$ cat src/rtl/sys_bridge_nd.sv
// CPU data-port bridge to NDEV 16-byte peripheral windows with req/ack wait states.
// Optional access timeout with bus error enabled by BRIDGE_TIMEOUT_EN.
module sys_bridge_nd #(
  parameter int          NDEV    = 2,
  parameter logic [11:0] BASE    = 12'h7f0,
  parameter int          TIMEOUT = 16
) (
  input  logic                 clk,
  input  logic                 reset,
  input  logic [31:0]          PrAddr,
  input  logic [31:0]          PrWD,
  input  logic                 PrWE,
  input  logic                 PrReq,
  output logic                 PrRdy,
  output logic [31:0]          PrRD,
  output logic                 BusErr,
  output logic [1:0]           DEV_Addr,
  output logic [31:0]          DEV_WD,
  output logic [NDEV-1:0]      DEV_Req,
  output logic [NDEV-1:0]      DEV_WE,
  input  logic [NDEV-1:0]      DEV_Ack,
  input  logic [32*NDEV-1:0]   DEV_RD,
  input  logic [NDEV-1:0]      IRQ,
  output logic [5:0]           HWInt
);

  typedef enum logic [1:0] {
    S_IDLE,
    S_BUSY,
    S_RESP
  } state_t;

  state_t      r_state;
  logic [2:0]  r_sel;
  logic [1:0]  r_addr;
  logic [31:0] r_wd;
  logic        r_we;
  logic [31:0] r_rd;

  logic        w_hit;
  logic [2:0]  w_hit_idx;
  logic        w_ack;
  logic [31:0] w_rd;
  logic        w_unused;

  // Device windows are contiguous, so at most one k can match.
  always_comb begin
    w_hit     = 1'b0;
    w_hit_idx = 3'd0;
    for (int k = 0; k < NDEV; k++) begin
      if (PrAddr[15:4] == 12'(BASE + 12'(k))) begin
        w_hit     = 1'b1;
        w_hit_idx = 3'(k);
      end
    end
  end

  always_comb begin
    w_ack = 1'b0;
    w_rd  = 32'd0;
    for (int k = 0; k < NDEV; k++) begin
      if (r_sel == 3'(k)) begin
        w_ack = DEV_Ack[k];
        w_rd  = DEV_RD[32*k +: 32];
      end
    end
  end

  always_comb begin
    DEV_Req = '0;
    DEV_WE  = '0;
    for (int k = 0; k < NDEV; k++) begin
      DEV_Req[k] = (r_state == S_BUSY) && (r_sel == 3'(k));
      DEV_WE[k]  = (r_state == S_BUSY) && (r_sel == 3'(k)) && r_we;
    end
  end

`ifdef BRIDGE_TIMEOUT_EN
  localparam int CW = $clog2(TIMEOUT) + 1;

  logic [CW-1:0] r_cnt;
  logic          r_err;

  always_ff @(posedge clk or negedge reset) begin
    if (!reset) begin
      r_state <= S_IDLE;
      r_sel   <= 3'd0;
      r_addr  <= 2'd0;
      r_wd    <= 32'd0;
      r_we    <= 1'b0;
      r_rd    <= 32'd0;
      r_cnt   <= '0;
      r_err   <= 1'b0;
    end else begin
      case (r_state)
        S_IDLE: begin
          r_err <= 1'b0;
          if (PrReq) begin
            if (w_hit) begin
              r_sel   <= w_hit_idx;
              r_addr  <= PrAddr[3:2];
              r_wd    <= PrWD;
              r_we    <= PrWE;
              r_cnt   <= '0;
              r_state <= S_BUSY;
            end else begin
              r_rd    <= 32'd0;
              r_state <= S_RESP;
            end
          end
        end
        S_BUSY: begin
          // A late ack in the final cycle still wins over the abort.
          if (w_ack) begin
            r_rd    <= w_rd;
            r_err   <= 1'b0;
            r_state <= S_RESP;
          end else if (r_cnt == CW'(TIMEOUT - 1)) begin
            r_rd    <= 32'd0;
            r_err   <= 1'b1;
            r_state <= S_RESP;
          end else begin
            r_cnt <= r_cnt + 1'b1;
          end
        end
        S_RESP:  r_state <= S_IDLE;
        default: r_state <= S_IDLE;
      endcase
    end
  end

  assign BusErr   = (r_state == S_RESP) && r_err;
  assign w_unused = ^{PrAddr[31:16], PrAddr[1:0]};
`else
  always_ff @(posedge clk or negedge reset) begin
    if (!reset) begin
      r_state <= S_IDLE;
      r_sel   <= 3'd0;
      r_addr  <= 2'd0;
      r_wd    <= 32'd0;
      r_we    <= 1'b0;
      r_rd    <= 32'd0;
    end else begin
      case (r_state)
        S_IDLE: begin
          if (PrReq) begin
            if (w_hit) begin
              r_sel   <= w_hit_idx;
              r_addr  <= PrAddr[3:2];
              r_wd    <= PrWD;
              r_we    <= PrWE;
              r_state <= S_BUSY;
            end else begin
              r_rd    <= 32'd0;
              r_state <= S_RESP;
            end
          end
        end
        S_BUSY: begin
          if (w_ack) begin
            r_rd    <= w_rd;
            r_state <= S_RESP;
          end
        end
        S_RESP:  r_state <= S_IDLE;
        default: r_state <= S_IDLE;
      endcase
    end
  end

  assign BusErr   = 1'b0;
  assign w_unused = ^{PrAddr[31:16], PrAddr[1:0], TIMEOUT[0]};
`endif

  assign PrRdy    = (r_state == S_RESP);
  assign PrRD     = r_rd;
  assign DEV_Addr = r_addr;
  assign DEV_WD   = r_wd;
  assign HWInt    = 6'(IRQ);

endmodule

$ cat config.mk
export PLATFORM = sky130hd
export DESIGN_NAME = sys_bridge_nd
export DESIGN_NICKNAME = d
export VERILOG_FILES = /design/src/rtl/sys_bridge_nd.sv
export SDC_FILE = /design/constraint.sdc
export NUM_CORES = 1
export LEC_CHECK = 0
export ABC_AREA = 0
export CAP_MARGIN = 20
export CELL_PAD_IN_SITES_DETAIL_PLACEMENT = 2
export CELL_PAD_IN_SITES_GLOBAL_PLACEMENT = 2
export CORE_MARGIN = 4
export CORE_UTILIZATION = 22
export DETAILED_ROUTE_END_ITERATION = 7
export PLACE_DENSITY = 0.76
export SLEW_MARGIN = 10
export SYNTH_ARGS = -nofsm -noshare
export SYNTH_HDL_FRONTEND = slang
export SYNTH_SLANG_ARGS = --single-unit
$ cat constraint.sdc
create_clock -name clk -period 1.8 [get_ports clk]
set_input_delay 0.27 -clock clk [delete_from_list [all_inputs] [get_ports clk]]
set_output_delay 0.27 -clock clk [all_outputs]
set_load 0.01 [all_outputs]
==> reports/qor_table.md <==
| Step | Result | This run |
|:---|:---|:---|
| status | Result of the run | finished, final reports clean |
| synthesis | Share of synthesized area occupied by flip-flops and latches | 51.23% |
| layout | Total non-filler cell area in the finished layout | 0.005886 mm² |
| die | Effective utilization at floorplan | 22.49% |
| cts | Clock tree from TritonCTS | yes |
| pwr | Maximum vdd drop | 0.3486 mV |
| detailed routing | Number of DRC markers after the initial detailed-route iteration | 54 |
| die | Core Footprint | 0.01520 mm² |
| sta | Unrepaired setup endpoints after global routing | yes |
| layout | Share of the core filled with cells in the final layout | 38.72% |
| detailed routing | Routed vias | 2691 |
| die | Die ar. | 0.01760 mm² |
| layout | Number of filler instances in the final layout | 1551 |
| die | Number of rows in the core area | 45 |
| pwr | Switching portion of total power | 21.04% |
| critical path | Worst EP arrival | 1.99 ns |
| detailed routing | Antenna Violating Nets Remaining | 0 |
| pwr | Clock network fraction of total power | 44.6% |
| critical path | Crit Path Max Fanout | 16 |
| sta | Total negative slack for setup checks | 0 ns |
| placed design | Post-detail-place hpwl | 9.195 mm |
| synthesis | Per-instance average area after synthesis | 13.96 µm² |
| global routing | GRT Total Usage | 13.37% |
| pwr | Combinational share of power | 11.8% |
| synthesis | Number of flip-flops and latches in the synthesized netlist | 70 |
| die | Die Width | 132.7 µm |
| flow run | Max cap viols | 0 |
| layout | Final net count | 580 |
| placed design | Cell count after placement | 616 |
| pwr | Sequential share of power | 43.6% |
| global routing | Number of global-route vias before repair | 3203 |
| die | Total I/O pin count | 214 |
| placed design | Total of buffers placed on input and output ports | 186 |
| cts | CTS clock-pin slew for the worst setup and hold paths | 0.05 ns |
| detailed routing | Average wire per standard cell | 18.70 µm |
| synthesis | Distinct cell type count after synthesis | 21 |
| die | Y dimension of the die | 132.7 µm |
| pwr | Lkg Pwr | 2.540 nW |
| critical path | Req. time, crit path | 2.01 ns |
| layout | Share of layout cells above drive strength 1 | 24.78% |
| placed design | RD Place Congestion | 0.6868 |
| pwr | Power spent charging and discharging nets | 0.7648 mW |
| sta | Setup skew after layout | 0.005530 ns |
| pwr | Int Pwr | 2.871 mW |
| pwr | Total power per unit cell area | 617.7 mW/mm² |
| synthesis | Synth Instances | 245 |
| cts | Clock buffers created by TritonCTS | 9 |
| sta | Worst hold-check slack | 0.4905 ns |
| detailed routing | Number of remaining DRC errors | 0 |
| detailed routing | Detailed-router iteration count before antenna repair | 4 |
| placed design | Cell area reported after detailed placement | 0.005520 mm² |
| critical path | Worst-case reg-to-reg path depth | 5 |
| critical path | Beginning of the worst register-to-register path | r_state[0]$_DFFE_PN0P_ |
| sta | Setup-violating endpoint count in the final report | 0 |
| critical path | Worst Setup SP | PrAddr[5] |
| global routing | Wire length of the first global-routing pass | 18.46 mm |
| sta | Transition time at the pin with the least slew margin | 0.5149 ns |
| cts | CTS H-tree lvls | 3 |
| global routing | Largest net degree at the start of global routing | 37 |
| cts | Clock Path Buffers | 2 |
| critical path | Critical path type | primary input to register |
| global routing | Total overflow reported by the global router | 0 |
| layout | Count of antenna diodes in the layout | 0 |
| sta | Post-layout min period | 1.781 ns |
| layout | Non-filler cells in the finished layout | 636 |
| sta | FMAX | 0.5615 GHz |
| critical path | Kind of end point of the critical path | register |
| global routing | Number of antenna violations at the first check in global routing | 0 |
| sta | Ratio of final minimum period to clock period | 98.95% |
| sta | Max-slew violations | 0 |
| layout | Area overhead of the layout relative to synthesis | 72.12% |
| cts | Insertion delay of the later-clocked pin in the worst-skew pair | 0.33 ns |
| sta | Final hold vios | 0 |
| cts | Clock root cell | clkbuf_16 |
| sta | Relative max-transition margin | 65.67% |
| synthesis | Mapped cell area | 0.003420 mm² |
| detailed routing | Detailed-route wire length | 11.89 mm |
| hold path | Class of the most critical hold timing path | primary input to asynchronous set/reset pin |
| synthesis | Total of warnings raised by yosys | 0 |
| detailed routing | Ratio of routed vias to standard cells | 4.231 |
| cts | Clock sink total | 70 |
| critical path | Launching element type of the critical path | primary input |
[stage by stage]
stage / power (mW) / setup slack (ns)
6_report: 3.636 / 0.01893
5_1_grt: 3.828 / -0.03913
4_1_cts: 3.706 / 0.008590
3_5_place_dp: 2.036 / -0.3391
3_3_place_gp: 2.025 / -0.2821
2_1_floorplan: 1.712 / 0.1754
[power by group through the flow]
stage / logic, mW / registers (mW) / clock network [mW]
final: 0.430 / 1.58 / 1.62
after global routing: 0.467 / 1.58 / 1.78
after CTS: 0.427 / 1.58 / 1.69
after detailed placement: 0.424 / 1.61 / 0
after global placement: 0.412 / 1.61 / 0
after floorplan: 0.0956 / 1.62 / 0
[flip-flops by register name (all words and copies together) (netlist names)]
signal	flops
r_we	1
DEV_Addr	2
r_state	2
r_sel	1
PrRD	32
DEV_WD	32
[what timing repair did]
| item | 4_1_cts | 5_1_grt |
|---|---|---|
| endpoints found under the setup margin | 39 | 36 |
| resized for setup | 10 | 9 |
| endpoints found under the hold margin | 35 | 0 |
| buffers inserted | 1 | 1 |
| hold buffers | 1 | 0 |
| cloned | 0 | 2 |
[cells in the mapped netlist (all sizes together)]
master / number / share of area [%]
a21oi: 1 / 0.15
nand2b: 1 / 0.18
nor2: 37 / 4.5
inv: 3 / 0.33
nor2b: 1 / 0.18
nor4b: 1 / 0.70
and4b: 2 / 0.59
nor3: 2 / 0.29
dfrtp: 70 / 51
buf: 21 / 5.2
conb: 1 / 0.11
nand2: 1 / 0.11
mux2i: 33 / 9.7
mux2: 68 / 26
nand3: 2 / 0.44
nand4: 1 / 0.62
[metal layers]
layer	up-vias	global-route usage (%)	part of all wire [%]
met1	1330	15.74	41
met5	-	0	0
met3	11	5.247	7.7
li1	1236	-	-
met2	114	22.43	50
met4	0	4.273	1.0
[area by class of cell]
cell class	count	area, µm²	share of cell area, %
Sequential cell	70	1754	29.80
Clock buffer	14	264.0	4.486
Inverter	3	11.26	0.1913
Timing Repair Buffer	205	2095	35.59
Clock inverter	1	5.005	0.08503
Multi-Input combinational cell	155	1521	25.85
Tap cell	188	235.2	3.997
[cells in the final DEF (no fill, tap or decap)]
master             n
a21oi_1            1
nor2_8             1
and4b_1            1
nand2b_1           1
nor3_2             1
nand4_4            1
nand2_2            1
dfrtp_2            2
inv_1              3
dfrtp_1           68
buf_4             12
clkbuf_1           3
nor2b_1            1
clkbuf_2           1
clkinv_2           1
and4b_2            1
nor4b_4            1
dlygate4sd2_1      3
clkdlybuf4s15_2    1
clkdlybuf4s50_1  180
mux2i_2            1
mux2i_1           32
nand3_1            1
mux2_4            32
clkbuf_8           2
mux2_2            36
clkbuf_16         11
nor2_1            36
nor3_1             1
dlygate4sd3_1      1
buf_12             5
conb_1             5
nand3_4            1
[kinds of logic (layout without fill, tap and decap cells)]
kind of cell	count (synthesis)	in the layout	share of synthesized area [%]
other	1	5	0.1097
buffers and inverters	24	223	5.525
AND/OR/NAND/NOR	48	48	7.647
multiplexers	101	101	35.35
AO/OA/AOI/OAI	1	1	0.1462
flip-flops	70	70	51.23
[final timing paths]
kind                                           to  slack (ns)
max                           PrRD[1]$_DFFE_PN0P_        0.02
min                          PrRD[15]$_DFFE_PN0P_        0.49
max reg2reg                 DEV_WD[2]$_DFFE_PN0P_        0.03
min reg2reg                   PrRD[5]$_DFFE_PN0P_        0.50
max in group asynchronous  r_state[0]$_DFFE_PN0P_        0.71
min in group clk              PrRD[5]$_DFFE_PN0P_        0.50
[critical path: stages]
cell             delay, ns
clkdlybuf4s50_1       0.45
nor4b_4               0.37
nand3_1               0.21
nand3_4               0.14
clkbuf_16             0.20
mux2_2                0.34
Note: power is estimated with default switching activity, not from simulation.
